--- config.mk ---
export PLATFORM = sky130hd
export DESIGN_NAME = hazard_ctrl_unit
export DESIGN_NICKNAME = d
export VERILOG_FILES = /design/src/rtl/hazard_pkg.sv /design/src/rtl/hazard_fwd_sel.sv /design/src/rtl/hazard_ctrl_unit.sv
export SDC_FILE = /design/constraint.sdc
export NUM_CORES = 1
export LEC_CHECK = 0
export ABC_AREA = 1
export BUFFER_PORTS_ARGS = -buffer_cell sky130_fd_sc_hd__buf_4
export CORE_MARGIN = 1.5
export CORE_UTILIZATION = 50
export DETAILED_ROUTE_END_ITERATION = 16
export MAX_ROUTING_LAYER = met4
export PLACE_DENSITY = 0.72
export SLEW_MARGIN = 20
export SYNTH_ARGS = -nofsm -noshare
export SYNTH_HDL_FRONTEND = slang
export SYNTH_SLANG_ARGS = --single-unit
--- constraint.sdc ---
create_clock -name clk -period 4.8 [get_ports clk]
set_clock_uncertainty 0.2 [all_clocks]
set_input_delay 0.48 -clock clk [delete_from_list [all_inputs] [get_ports clk]]
set_output_delay 0.48 -clock clk [all_outputs]
set_load 0.02 [all_outputs]
--- src/rtl/hazard_pkg.sv ---
// Shared constants and types for the pipeline hazard controller.
// Latency: n/a (declarations only).
// Backpressure: n/a.
package hazard_pkg;

  // EX operand source selects
  localparam logic [1:0] FWD_RF  = 2'b00;
  localparam logic [1:0] FWD_WB  = 2'b01;
  localparam logic [1:0] FWD_MEM = 2'b10;

  // Multi-cycle MUL/DIV tracking state
  typedef enum logic {
    MD_IDLE = 1'b0,
    MD_BUSY = 1'b1
  } md_state_t;

endpackage

--- src/rtl/hazard_fwd_sel.sv ---
// EX-stage operand forwarding select for one source operand; MEM beats WB.
// Latency: combinational, zero cycles.
// Backpressure: none; pure decode of pipeline destination/source fields.
// Ports: i_reg_write_m/i_rd_m (MEM writer), i_reg_write_w/i_rd_w (WB writer),
//        i_rs_e (EX source), o_fwd (FWD_RF / FWD_WB / FWD_MEM).
module hazard_fwd_sel
  import hazard_pkg::*;
#(
  parameter int REG_AW = 5
) (
  input  logic              i_reg_write_m,
  input  logic [REG_AW-1:0] i_rd_m,
  input  logic              i_reg_write_w,
  input  logic [REG_AW-1:0] i_rd_w,
  input  logic [REG_AW-1:0] i_rs_e,
  output logic [1:0]        o_fwd
);

  always_comb begin
    o_fwd = FWD_RF;
    // x0 is never a real producer, so a write to it must not forward.
    if (i_reg_write_m && (i_rd_m != '0) && (i_rd_m == i_rs_e)) begin
      o_fwd = FWD_MEM;
    end else if (i_reg_write_w && (i_rd_w != '0) && (i_rd_w == i_rs_e)) begin
      o_fwd = FWD_WB;
    end
  end

endmodule

--- src/rtl/hazard_ctrl_unit.sv ---
// Hazard controller: EX forwarding, load-use and MUL/DIV scoreboard stalls, branch flushes, perf counters.
// Latency: stall/flush/forward outputs are combinational (zero cycles); md_busy, scoreboard and counters are registered.
// Backpressure: produces it -- StallF/StallD hold the front end, FlushE injects a bubble; nothing pushes back on this block.
// Ports: clk, rst (async active-low); pipeline fields Rs*/RD* per stage with RegWrite*/ResultSrcE0/MdOpD qualifiers;
//        MdStartE/MdDoneW pulses from the MD unit; PCSrcE taken branch; cnt_clr clears counters.
//        Outputs ForwardAE/BE, StallF, StallD, FlushD, FlushE, md_busy, stall_cnt, flush_cnt.
module hazard_ctrl_unit
  import hazard_pkg::*;
#(
  parameter int REG_AW = 5,
  parameter int CNT_W  = 32
) (
  input  logic              clk,
  input  logic              rst,
  input  logic              RegWriteM,
  input  logic              RegWriteW,
  input  logic              ResultSrcE0,
  input  logic              MdOpD,
  input  logic              MdStartE,
  input  logic              MdDoneW,
  input  logic              PCSrcE,
  input  logic [REG_AW-1:0] Rs1_D,
  input  logic [REG_AW-1:0] Rs2_D,
  input  logic [REG_AW-1:0] RD_D,
  input  logic [REG_AW-1:0] Rs1_E,
  input  logic [REG_AW-1:0] Rs2_E,
  input  logic [REG_AW-1:0] RD_E,
  input  logic [REG_AW-1:0] RD_M,
  input  logic [REG_AW-1:0] RD_W,
  input  logic              cnt_clr,
  output logic [1:0]        ForwardAE,
  output logic [1:0]        ForwardBE,
  output logic              StallF,
  output logic              StallD,
  output logic              FlushD,
  output logic              FlushE,
  output logic              md_busy,
  output logic [CNT_W-1:0]  stall_cnt,
  output logic [CNT_W-1:0]  flush_cnt
);

  localparam int NREG = 2 ** REG_AW;

  md_state_t         r_state, w_state_nxt;
  logic [NREG-1:0]   r_pending, w_pending_nxt;
  logic [REG_AW-1:0] r_md_rd, w_md_rd_nxt;
  logic [CNT_W-1:0]  r_stall_cnt, r_flush_cnt;
  logic [1:0]        w_fwd_a, w_fwd_b;
  logic              w_lw_stall, w_sb_stall, w_stall;

  hazard_fwd_sel #(.REG_AW(REG_AW)) u_fwd_a (
    .i_reg_write_m (RegWriteM),
    .i_rd_m        (RD_M),
    .i_reg_write_w (RegWriteW),
    .i_rd_w        (RD_W),
    .i_rs_e        (Rs1_E),
    .o_fwd         (w_fwd_a)
  );

  hazard_fwd_sel #(.REG_AW(REG_AW)) u_fwd_b (
    .i_reg_write_m (RegWriteM),
    .i_rd_m        (RD_M),
    .i_reg_write_w (RegWriteW),
    .i_rd_w        (RD_W),
    .i_rs_e        (Rs2_E),
    .o_fwd         (w_fwd_b)
  );

  // Stall detection. pending[0] is never set, so x0 sources never stall.
  always_comb begin
    w_lw_stall = ResultSrcE0 && (RD_E != '0) && ((RD_E == Rs1_D) || (RD_E == Rs2_D));
    // RD_D is checked too so a younger write cannot land before the MD result (WAW).
    w_sb_stall = r_pending[Rs1_D] | r_pending[Rs2_D] | r_pending[RD_D]
               | (MdOpD & (r_state == MD_BUSY));
    // A taken branch kills the D-stage instruction, so stalling it is pointless.
    w_stall    = (w_lw_stall | w_sb_stall) & ~PCSrcE;
  end

  // Combinational outputs are held quiet while reset is asserted.
  assign ForwardAE = rst ? w_fwd_a : FWD_RF;
  assign ForwardBE = rst ? w_fwd_b : FWD_RF;
  assign StallF    = rst & w_stall;
  assign StallD    = rst & w_stall;
  assign FlushD    = rst & PCSrcE;
  assign FlushE    = rst & (w_stall | PCSrcE);
  assign md_busy   = (r_state == MD_BUSY);
  assign stall_cnt = r_stall_cnt;
  assign flush_cnt = r_flush_cnt;

  // MD tracking FSM and scoreboard next-state.
  always_comb begin
    w_state_nxt   = r_state;
    w_pending_nxt = r_pending;
    w_md_rd_nxt   = r_md_rd;
    case (r_state)
      MD_IDLE: begin
        // A stray MdDoneW while idle is ignored.
        if (MdStartE) begin
          w_state_nxt = MD_BUSY;
          w_md_rd_nxt = RD_E;
          if (RD_E != '0) w_pending_nxt[RD_E] = 1'b1;
        end
      end
      MD_BUSY: begin
        // MdStartE without MdDoneW here is illegal and deliberately ignored.
        if (MdDoneW) begin
          w_pending_nxt[r_md_rd] = 1'b0;
          if (MdStartE) begin
            // Back-to-back op: set is applied after clear so it wins on the same reg.
            w_md_rd_nxt = RD_E;
            if (RD_E != '0) w_pending_nxt[RD_E] = 1'b1;
          end else begin
            w_state_nxt = MD_IDLE;
          end
        end
      end
      default: w_state_nxt = MD_IDLE;
    endcase
  end

  always_ff @(posedge clk or negedge rst) begin
    if (!rst) begin
      r_state   <= MD_IDLE;
      r_pending <= '0;
      r_md_rd   <= '0;
    end else begin
      r_state   <= w_state_nxt;
      r_pending <= w_pending_nxt;
      r_md_rd   <= w_md_rd_nxt;
    end
  end

  // Saturating perf counters; clear takes priority over counting.
  always_ff @(posedge clk or negedge rst) begin
    if (!rst) begin
      r_stall_cnt <= '0;
      r_flush_cnt <= '0;
    end else if (cnt_clr) begin
      r_stall_cnt <= '0;
      r_flush_cnt <= '0;
    end else begin
      if (StallD && (r_stall_cnt != '1)) r_stall_cnt <= r_stall_cnt + CNT_W'(1);
      if (FlushD && (r_flush_cnt != '1)) r_flush_cnt <= r_flush_cnt + CNT_W'(1);
    end
  end

endmodule
Word-level counts from Yosys, hierarchy flattened
Index checks and enable logic that the tools add are counted.
- flip-flop bits (word level): 102
- $add $sub $neg: 2
- $lt $le $gt $ge: 7
- eq/ne operators: 11
- multiplexer cells: 32
- bitwise operators: 16
- reductions and logical operators: 19
- operator list (cell ; number):
    two-way mux 32 bit ; 9
    adder 32 x 1 -> 32 bit (second input constant) ; 2
    inequality test 32 bit (second input constant) ; 2
    OR 32 bit ; 2
    case mux 32 bit (2 select lines) ; 1
    AND 32 bit ; 1
    NOT 32 bit ; 1
    == test 5 bit ; 6
    < comparator 5 x 6 -> 1 bit (second input constant) ; 5
    binary-select mux 1 bit (select 5 bit) ; 3
    nonzero test 5 bit ; 3
    logical AND 1 bit ; 12
    demux 1 bit (select 5 bit) ; 2
    >= comparator 5 x 1 -> 1 bit (second input constant) ; 2
    two-way mux 5 bit ; 2
    case mux 5 bit (2 select lines) ; 1
    two-way mux 1 bit ; 9
    two-way mux 2 bit ; 4
    inequality test 2 bit (second input constant) ; 3
    AND 1 bit ; 5
    OR 1 bit ; 5
    nonzero test 2 bit ; 2
    AND reduction 3 bit ; 1
    NOT 1 bit ; 2
    2 further kinds ; 2

Longest topological paths before layout
Gate-level depths: netlist of run 1.
- depth in word-level cells: 11
- gate-level depth with buffers: 17
- depth with buffers taken out: 14

Hierarchy
A second synthesis of run 1 with hierarchy kept.
- cell total of the unflattened synthesis: 1180
- area total of the unflattened synthesis: 7529.7 sq um
- modules (own cells, without submodules) (module ; times used ; cells each ; area an instance (sq um) ; seq. area each (sq um)):
    hazard_ctrl_unit ; 1 ; 1080 ; 7101.8 ; 2552.4
    hazard_fwd_sel ; 2 ; 50 ; 214.0 ; 0.0

Least setup slack after synthesis of run 1
OpenSTA, ideal clock, no wires.
- path kind: input to output
- from: input port Rs2_D[0]
- to: output port StallF
- arrival time: 1.923 ns
- setup slack: 2.197 ns
- stages on the path: 15
- cells stage by stage: buf_4 -> inv_4 -> buf_4 -> nand2_1 -> nand3_1 -> o21ai_1 -> nand2_1 -> nand3_1 -> nand3_1 -> nand2_1 -> nor2_1 -> nand2_1 -> nand2_1 -> nor2_1 -> buf_4
- cells in the longest elaborated chain, start to end: 8
- RTL lines (what ; RTL line ; text):
    from (decl) ; hazard_ctrl_unit.sv:23 ; input logic [REG_AW-1:0] Rs2_D,
    binary-select mux 1 bit (select 5 bit) ; hazard_ctrl_unit.sv:73 ; w_sb_stall = r_pending[Rs1_D] | r_pending[Rs2_D] | r_pending[RD_D]
    two-way mux 1 bit (implied by the code) ; hazard_ctrl_unit.sv:73 ;
    OR 1 bit (2 in a row) ; hazard_ctrl_unit.sv:73 ;
    OR 1 bit ; hazard_ctrl_unit.sv:74 ; | (MdOpD & (r_state == MD_BUSY));
    OR 1 bit (*) ; hazard_ctrl_unit.sv:76 ; w_stall = (w_lw_stall | w_sb_stall) & ~PCSrcE;
    AND 1 bit (*) ; hazard_ctrl_unit.sv:76 ;
    AND 1 bit (*) ; -- ;
    to (decl) ; hazard_ctrl_unit.sv:33 ; output logic StallF,
Mark *: on every way between the ends. The rest lies on a longest branch, timed or not. The select of a mux whose other input is x is not followed.

Final worst setup path of run 1
- from: input port rst
- to: register r_stall_cnt[24], in the netlist stall_cnt[24]
- cells in the longest elaborated chain, start to end: 3
- RTL lines (what ; RTL line ; text):
    from (decl) ; hazard_ctrl_unit.sv:14 ; input logic rst,
    AND 1 bit ; hazard_ctrl_unit.sv:83 ; assign StallD = rst & w_stall;
    logical AND 1 bit ; hazard_ctrl_unit.sv:142 ; if (StallD && (r_stall_cnt != '1)) r_stall_cnt <= r_stall_cnt + CNT_W'(1);
    nonzero test 2 bit (no source line) ; -- ;
    to (signal assigned) ; hazard_ctrl_unit.sv:142 ;
    to (decl) ; hazard_ctrl_unit.sv:47 ; logic [CNT_W-1:0] r_stall_cnt, r_flush_cnt;
Every way passes these cells.
A chain may end at the register's enable or synchronous reset.

==> results of run 1 <==
[final cells by class]
cell class,count,area share
clock buffers,10,0.0278
multi-input cells,845,0.466
flip-flops and latches,102,0.297
well taps,180,0.0262
inverters,139,0.0610
clock inverters,6,0.0108
repair buffers,127,0.111
[how the worst max path moves through the flow]
stage,depth (start not counted),endpoint,slack (ps)
final,8,stall_cnt[24],1610
after floorplan,15,StallF,2200
after global routing,8,stall_cnt[5],1360
after CTS,8,stall_cnt[24],1640
after detailed placement,15,stall_cnt[24],1520
after global placement,15,stall_cnt[28],1610
[power by group]
group | total [W] | switching [W] | internal (W)
combinational | 0.000549 | 0.000370 | 0.000179
clock | 0.000816 | 0.000341 | 0.000476
sequential | 0.00102 | 0.0000686 | 0.000952
total | 0.00239 | 0.000780 | 0.00161
[per-layer routing]
| layer | track usage | routed length, um | vias to the layer above |
|---|---|---|---|
| li1 | - | - | 3830 |
| met1 | 0.395 | 9560 | 3589 |
| met2 | 0.449 | 9820 | 293 |
| met3 | 0.0323 | 1430 | 42 |
| met4 | 0.0891 | 465 | 0 |
| met5 | - | 0 | - |
[stage by stage]
step                cell area, um2  setup WS (ps)
floorplan                     7260           2200
global placement              8250           1610
detailed placement            8250           1520
CTS                           8590           1640
global route                  8590           1360
finish                        8590           1610
[worst reg2reg max path: cells and delay by family (launching register included)]
kind                     cells  cell delay, ps
flip-flops                   1             460
AND/OR/NAND/NOR             11            2160
adder cells (fa/ha/maj)      1             200
[cell usage in the layout (no fill, tap or decap), types with 15 or more instances in the layout]
cell	Yosys	routed
nor3_1	29	29
inv_1	132	131
xor2_1	23	23
buf_4	10	126
dfrtp_1	102	102
nor2_1	100	100
a21oi_1	29	29
nand2_1	348	348
nand4_1	15	15
nand3_1	131	131
o21ai_0	93	93
[flip-flops by register name, summed over array words and instances (netlist names)]
name and flops:
r_md_rd 5, md_busy 1, flush_cnt 32, r_pending 32
stall_cnt 32
[cell families after synthesis]
kind of cell | after synthesis | share of synthesized area
compound gates | 152 | 0.113
xor+xnor | 37 | 0.0446
fa+ha+maj | 2 | 0.00344
buf+inv | 170 | 0.0977
flops | 102 | 0.351
simple gates | 654 | 0.390
==> results by group, run 1 <==
Status
  • Status: completed

CTS
  • Clk pin slew, worst setup/hold paths: about 80 ps
  • Clock sink count: around 100
  • Post-CTS Setup Inserts: 0
  • Worst skew pair latency: approximately 350 ps
  • CTS tree: yes
  • Cts bufs inserted: 9
  • Maximum clock path buffer count: 2
  • Root buf cell: clkbuf_16
  • H-tree depth: 3
  • Post-CTS sizing: 0
  • Post-CTS Hold Buffers: 1

Critical path
  • Reg-to-reg slack, setup: 1660 ps
  • Critical path cell sequence: dlygate4sd3_1 -> buf_4 -> inv_1 -> nor2_1 -> nand3_2 -> nand2_4 -> nand2_1 -> nand2_1
  • Critical Path AT: 3270 ps
  • Critical path's most frequent cell: nand2_1
  • Reg-to-reg startpoint: stall_cnt[0]
  • Worst Reg2Reg Path Length in Cells: 12
  • Crit Path Category: input pin to flop
  • R2R Path End: stall_cnt[24]
  • Top Family by Delay on Critical Path: simple AND/OR/NAND/NOR gates
  • Worst setup EP type: flop
  • Startpoint types: input pin
  • CP Launch Point: rst
  • Crit path buf inv count: 3
  • Worst EP required: 4880 ps
  • Slowest CP cell: nand3_2
  • Biggest cell delay along the critical path: 620 ps
  • CP Max Fanout: 33

Synthesis
  • Count of cell types in the netlist: 40
  • Synth area leader: dfrtp_1
  • Post-synth EDFFs: 0
  • Synth Net Count: roughly 1,200
  • Synth top area cells: dfrtp_1, nand2_1, nand3_1
  • Post-Syn Area: 0.00726 mm2
  • Post-Syn Area per Cell: ~6.5 um2
  • Mapped Cells: about 1,100
  • #FFs+latches synth: 102
  • Top-area cell type share of the netlist area: 0.351
  • Top_reg_cell synth: dfrtp_1
  • Synth async-reset ratio: 1.00
  • Sequential area share after synthesis: 0.351
  • Top-count cell post-synth: nand2_1
  • Most instantiated cells after synthesis: nand2_1, inv_1, nand3_1, dfrtp_1, nor2_1
  • Ys Warns: 0

STA
  • Worst-margin pin slew: about 720 ps
  • F_max: around 0.31 GHz
  • Final Cycle Share: 0.666
  • Slew Limit Fails: 0
  • Setup TNS: 0 ps
  • Final Hold Fails: 0
  • Hold WS: roughly 140 ps
  • Final setup fails: 0
  • RSZ-0062 raised after global routing: no
  • Fin crit period: 3190 ps
  • Worst slew margin: 0.518

Finish
  • Area Growth Syn to Fin: 18.3%
  • Share of cells above drive strength 1: 0.133
  • Antenna cells: 0
  • Nets: roughly 1,300
  • Reg area: between 0.002 and 0.003 mm2
  • Finished Layout Cells: 1,409
  • Multi-input logic area: 0.00400 mm2
  • Fin util: 0.612
  • Fill cells: about 1,300

Drt
  • Vias: between 7,000 and 8,000
  • Drt drc: 0
  • Antenna Nets Post-Route: 0
  • DR vias/cell: 5.50
  • Post-Route WL: about 21 mm
  • DRT iter0 DRCs: between 500 and 600
  • Routed len/inst: about 15 um
  • 1st-pass router iterations: 6

Min path
  • Hold_sp: MdStartE
  • Hold path depth: 3
  • Worst Hold End: md_busy
  • Hold Crit Class: input pin to flop

Die
  • Core ar.: approximately 0.014 mm2
  • Initial Utilization: 0.517
  • FP Rows: between 40 and 50
  • Num ports: 123
  • Die H: 124 um
  • Die X: 124 um
  • Full die area: 0.0153 mm2

Job
  • Max_cap viols: 0

Placed design
  • Dpl hpwl: approximately 16 mm
  • Routability Congestion: between 0.9 and 1
  • IO Port Bufs: around 120
  • Placed Cells: roughly 1,400

GRT
  • Tot GR Track Use: 0.288
  • Grt total ovfl: 0
  • Number of global-route vias before repair: between 7,000 and 8,000
  • First-pass GRT wire length: between 30 and 40 mm
  • Antenna violations before repair: 0
  • Largest net degree at the start of global routing: 46

Power
  • Tot Pwr: about 0.0024 W
  • Worst VDD drop: ~190 uV
  • PwrDens: between 200 and 300 mW/mm2
  • Leakage power: ~4.3 nW
No activity file was read; power rests on OpenSTA's default activity.
==> run 2, diff against run 1 <==
- PLACE_DENSITY: 0.72 -> 0.75
- clock period: 4.8 -> 2.75 ns (I/O delays scaled with it)
==> run 2 against run 1 <==
- sequential share of layout area down 0.16 points
- count of clock-buffer cells in the layout up 2
- clock power up 69%
- routed wire length up 4.1%
- power up 74%
- critical path type is now flop to flop
- critical endpoint is now stall_cnt[18]
==> results by group, run 2 (synthesized netlist as in run 1, its figures left out) <==
Status
  • Status: completed

STA
  • Hold WS: 24.1 ps (-118 ps)
  • Final setup fails: 0 (unchanged)
  • F_max: between 0.3 and 0.4 GHz
  • Worst-margin pin slew: 710 ps (-12.0 ps)
  • Final Hold Fails: 0 (unchanged)
  • Setup TNS: 0 ps (unchanged)
  • Fin crit period: 2590 ps
  • Final Cycle Share: 0.942
  • Worst slew margin: 0.527 (+0.00856)
  • RSZ-0062 raised after global routing: no
  • Slew Limit Fails: 0 (unchanged)

Min path
  • Hold Crit Class: input pin to flop
  • Hold_sp: MdDoneW
  • Hold path depth: 3 (unchanged)
  • Worst Hold End: md_busy

Placed design
  • Routability Congestion: 1.06 (+7.4%)
  • Dpl hpwl: 16.4 mm (+2.6%)
  • Placed Cells: 1,398 (+0.43%)
  • IO Port Bufs: 122 (unchanged)

Finish
  • Most common cell after layout, fill and taps aside: nand2_1
  • Fill cells: 1,383 (+2.6%)
  • Commonest non-fill, non-tap cells in the layout: nand2_1, buf_4, inv_1, nand3_1, dfrtp_1
  • Antenna cells: 0 (unchanged)
  • Nets: 1,283 (+0.55%)
  • Multi-input logic area: 0.00401 mm2 (+0.19%)
  • Fin util: 0.615 (+0.00330)
  • Finished Layout Cells: 1,415 (+0.43%)
  • Share of cells above drive strength 1: 0.136 (+0.00259)
  • Reg area: 0.00255 mm2 (unchanged)
  • Area Growth Syn to Fin: 18.9%

Critical path
  • Biggest cell delay along the critical path: 420 ps (-200 ps)
  • Worst Reg2Reg Path Length in Cells: 12 (unchanged)
  • Worst EP required: 2780 ps (-2100 ps)
  • R2R Path End: stall_cnt[18]
  • Slowest CP cell: dfrtp_1
  • Critical path cell sequence: ha_1 -> nand2_1 -> nor2_2 -> nand3_2 -> nor2_4 -> nand4_4 -> nor2_4 -> nand3b_1 -> nand3_2 -> nand2_4 -> nand2_1 -> nand2_1
  • Crit Path Category: flop to flop
  • Top Family by Delay on Critical Path: simple AND/OR/NAND/NOR gates
  • Reg-to-reg slack, setup: 160 ps (-1500 ps)
  • Worst setup EP type: flop
  • Crit path buf inv count: 0 (-3)
  • Startpoint types: flop
  • Critical Path AT: 2620 ps (-650 ps)
  • CP Max Fanout: 32 (-3.0%)
  • Reg-to-reg startpoint: stall_cnt[1]
  • Critical path's most frequent cell: nand2_1

Power
  • PwrDens: 479 mW/mm2 (+73%)
  • Worst VDD drop: 323 uV (+67%)
  • Leakage power: 4.30 nW (+0.75%)

GRT
  • Number of global-route vias before repair: 7,266 (+2.8%)
  • Tot GR Track Use: 0.306 (+0.0179)
  • Antenna violations before repair: 0 (unchanged)
  • Grt total ovfl: 0 (unchanged)
  • First-pass GRT wire length: 35.7 mm (+5.6%)
  • Largest net degree at the start of global routing: 58 (+26%)

Drt
  • 1st-pass router iterations: 5 (-1)
  • Routed len/inst: 15.7 um (+3.6%)
  • DR vias/cell: 5.59 (+1.6%)
  • Post-Route WL: 22.2 mm (+4.1%)
  • Antenna Nets Post-Route: 0 (unchanged)
  • DRT iter0 DRCs: 656 (+30%)
  • Drt drc: 0 (unchanged)
  • Vias: 7,909 (+2.0%)

CTS
  • H-tree depth: 3 (unchanged)
  • Clock sink count: 102 (unchanged)
  • Worst skew pair latency: 350 ps (about the same)
  • Maximum clock path buffer count: 2 (unchanged)
  • Cts bufs inserted: 9 (unchanged)
  • CTS tree: yes
  • Post-CTS Setup Inserts: 0 (unchanged)
  • Clk pin slew, worst setup/hold paths: 70 ps (about the same)
  • Root buf cell: clkbuf_16

Die
  • Initial Utilization: 0.517 (unchanged)
  • FP Rows: 43 (unchanged)
  • Core ar.: 0.0140 mm2 (unchanged)
  • Num ports: 123 (unchanged)
  • Die X: 124 um (unchanged)
  • Full die area: 0.0153 mm2 (unchanged)
  • Die H: 124 um (unchanged)

Job
  • Max_cap viols: 0 (unchanged)
[run 2: cell types whose count changed in the layout (fill, tap and decap cells not counted), sizes merged]
cell,change
clkbuf,+2
inv,-2
buf,+6
dlygate4sd3,+1
clkinv,+1
clkinvlp,-2
[run 2: repair_timing]
action / CTS / global route
endpoints found under the hold margin: 46 / 0
resized for setup: 0 / 2
hold buffers: 2 / 0
setup endpoints to repair: 0 / 21
[run 2: metrics by stage]
step                      worst slack, ps  power (W)  cell area, um2
final                                 160    0.00414            8640
after global routing                 6.88    0.00438            8640
after CTS                             103    0.00413            8630
after detailed placement              123    0.00276            8300
after global placement                150    0.00274            8300
after floorplan                       420    0.00240            7260
[run 2: final cells by class]
type                            instances  area share
Clock buffer                           12      0.0285
Multi-Input combinational cell        845       0.464
Timing Repair Buffer                  134       0.117
Sequential cell                       102       0.295
Inverter                              139      0.0607
Tap cell                              180      0.0261
Clock inverter                          3     0.00797
[run 2: metal layers]
layer / GRT usage / wire length, um
met3: 0.0503 / 1600
met2: 0.477 / 10300
met5: - / 0
met4: 0.0984 / 520
met1: 0.408 / 9710
[run 2: worst max path at each step]
stage	from	to	slack (ps)	cells past startpoint
4_1_cts	flush_cnt[0]	flush_cnt[27]	100	12
5_1_grt	stall_cnt[1]	stall_cnt[18]	7	12
3_3_place_gp	flush_cnt[0]	flush_cnt[27]	150	12
3_5_place_dp	flush_cnt[0]	flush_cnt[27]	120	12
6_report	stall_cnt[1]	stall_cnt[18]	160	12
2_1_floorplan	stall_cnt[0]	stall_cnt[5]	420	13
[run 2: tightest hold or removal path: cells and delay by family]
family / cells / cell delay (ps)
buffers and inverters: 1 / 100
and+or+nand+nor: 2 / 170
[run 2: power breakdown]
group	total (W)	internal [W]	switching, W
combinational	0.000971	0.000320	0.000651
sequential	0.00179	0.00166	0.000128
clock	0.00138	0.000821	0.000559
==> run 3, diff against run 2 <==
- PLACE_DENSITY: 0.75 -> 0.72
- clock period: 2.75 -> 2.85 ns (I/O delays scaled with it)
==> run 3 against run 2 <==
- routed wire length increased by 0.14%
- hold slack got worse by 15 ps
- largest cell class unchanged
- highest routed layer unchanged
- cell area increased by 0.54%
- cell count hardly changed
- register-to-register slack improved by 40 ps
==> results by group, run 3 (synthesized netlist as in run 1, its figures left out) <==
Die
  • Core ar.: 0.0140 mm2 (unchanged)
  • Die H: 124 um (unchanged)
  • FP Rows: 43 (unchanged)
  • Die X: 124 um (unchanged)
  • Full die area: 0.0153 mm2 (unchanged)
  • Initial Utilization: 0.517 (unchanged)
  • Num ports: 123 (unchanged)

Drt
  • Drt drc: 0 (unchanged)
  • DRT iter0 DRCs: 662 (+0.91%)
  • DR vias/cell: 5.58 (-0.19%)
  • Routed len/inst: 15.7 um (+0.22%)
  • 1st-pass router iterations: 5 (unchanged)
  • Vias: 7,888 (-0.27%)
  • Post-Route WL: 22.2 mm (+0.14%)
  • Antenna Nets Post-Route: 0 (unchanged)

Finish
  • Area Growth Syn to Fin: 19.5%
  • Multi-input logic area: 0.00401 mm2 (about the same)
  • Share of cells above drive strength 1: 0.137 (+0.000921)
  • Most common cell after layout, fill and taps aside: nand2_1
  • Nets: 1,281 (-0.16%)
  • Reg area: 0.00255 mm2 (unchanged)
  • Commonest non-fill, non-tap cells in the layout: nand2_1, inv_1, nand3_1
  • Fill cells: 1,354 (-2.1%)
  • Antenna cells: 0 (unchanged)

GRT
  • First-pass GRT wire length: 35.4 mm (-0.77%)
  • Number of global-route vias before repair: 7,233 (-0.45%)
  • Tot GR Track Use: 0.309 (+0.00342)
  • Antenna violations before repair: 0 (unchanged)
  • Grt total ovfl: 0 (unchanged)
  • Largest net degree at the start of global routing: 75 (+29%)

Power
  • Clock network fraction of design power: 0.346 (+0.013)
  • Worst VDD drop: 300 uV (-7.1%)
  • Leakage power: 4.31 nW (+0.38%)
  • Sw Ratio: 0.329 (+0.00584)
  • Pint: 0.00276 W (-1.5%)
  • Sw Pwr: 0.00135 W (+1.2%)
  • Logic pwr share: 0.234 (about the same)
  • PwrDens: 474 mW/mm2 (-1.2%)
  • Sequential Power Share: 0.420 (-0.012)

STA
  • Fin crit period: 2650 ps (+62.2 ps)
  • Final Hold Fails: 0 (unchanged)
  • Worst slew margin: 0.375 (-0.152)
  • Hold WS: 9.24 ps (-14.9 ps)
  • RSZ-0062 raised after global routing: no
  • F_max: 0.377 GHz (-2.3%)
  • Slew Limit Fails: 0 (unchanged)
  • Setup slack after layout: 198 ps (+37.8 ps)
  • Worst-margin pin slew: 937 ps (+227 ps)
  • Final setup fails: 0 (unchanged)
  • Final Cycle Share: 0.931 (-0.0112)
  • Setup TNS: 0 ps (unchanged)

Placed design
  • Pre-CTS setup slack: 185 ps (+62.0 ps)
  • Routability Congestion: 0.973 (-8.0%)
  • Dpl hpwl: 16.4 mm (+0.17%)
  • IO Port Bufs: 122 (unchanged)

CTS
  • Cts bufs inserted: 9 (unchanged)
  • Clk pin slew, worst setup/hold paths: 70 ps (about the same)
  • Root buf cell: clkbuf_16
  • H-tree depth: 3 (unchanged)
  • Clock sink count: 102 (unchanged)
  • Maximum clock path buffer count: 2 (unchanged)
  • Worst skew pair latency: 360 ps (about the same)
  • CTS tree: yes
  • Post-CTS Setup Inserts: 0 (unchanged)

Status
  • Status: completed

Critical path
  • CP Max Fanout: 32 (unchanged)
  • Worst EP required: 2900 ps (+120 ps)
  • Critical Path AT: 2700 ps (+80 ps)
  • Slowest CP cell: dfrtp_1
  • Crit Path Category: flop to flop
  • Worst setup EP type: flop
  • Critical path cell sequence: ha_1 -> nand2_1 -> nor2_2 -> nand3_2 -> nor2_4 -> nand4_4 -> nor2_4 -> nand3b_1 -> nand3_2 -> nand2_8 -> nand2_1 -> nand2_1
  • Reg-to-reg slack, setup: 200 ps (+40 ps)
  • CP Launch Point: stall_cnt[1]
  • Biggest cell delay along the critical path: 460 ps (+40 ps)
  • Startpoint types: flop
  • Reg-to-reg startpoint: stall_cnt[1]
  • Critical path's most frequent cell: nand2_1

Min path
  • Hold Crit Class: input pin to flop
  • Hold_sp: MdDoneW

Job
  • Max_cap viols: 0 (unchanged)
run 3: area by class of cell:
| class | count | area share |
|---|---|---|
| Multi-Input combinational cell | 845 | 0.462 |
| Sequential cell | 102 | 0.294 |
| Timing Repair Buffer | 132 | 0.118 |
| Inverter | 139 | 0.0604 |
| Clock buffer | 12 | 0.0307 |
| Clock inverter | 4 | 0.00893 |
| Tap cell | 180 | 0.0259 |
run 3: per-layer routing:
layer  share of wire  GRT usage
met5               0          -
met4           0.030      0.127
met3           0.070     0.0466
met2            0.46      0.467
met1            0.45      0.417
run 3: metrics by stage:
step           total power (W)  instances  area, um2   util
6_report               0.00412       1414       8680  0.618
5_1_grt                0.00432       1414       8680  0.618
4_1_cts                0.00410       1414       8670  0.617
3_5_place_dp           0.00268       1396       8310  0.591
3_3_place_gp           0.00267       1396       8310  0.591
2_1_floorplan          0.00231       1117       7260      -
run 3: critical path: cells and delay by family (launching register included):
kind          cells  cell delay [ps]
simple gates     11             1680
flops             1              460
fa+ha+maj         1              200
run 3: power groups by stage:
| stage | Combinational (W) | Sequential [W] | Clock (W) |
|---|---|---|---|
| 2_1_floorplan | 0.000601 | 0.00171 | 0 |
| 3_3_place_gp | 0.000931 | 0.00174 | 0 |
| 3_5_place_dp | 0.000935 | 0.00175 | 0 |
| 4_1_cts | 0.000942 | 0.00172 | 0.00144 |
| 5_1_grt | 0.00107 | 0.00174 | 0.00151 |
| 6_report | 0.000962 | 0.00173 | 0.00143 |
run 3: path summary, 6_finish.rpt:
check	end	cells past startpoint
worst max-delay path	stall_cnt[11]	12
worst min-delay path	md_busy	3
worst max register to register	stall_cnt[11]	12
worst min register to register	r_pending[14]	2
max in group asynchronous	r_pending[2]	4
min in group asynchronous	flush_cnt[3]	3
run 3: repair_timing:
item,CTS,global route
hold endpoints to repair,29,0
endpoints found under the setup margin,0,21
resized for setup,0,3
hold buffers,2,0
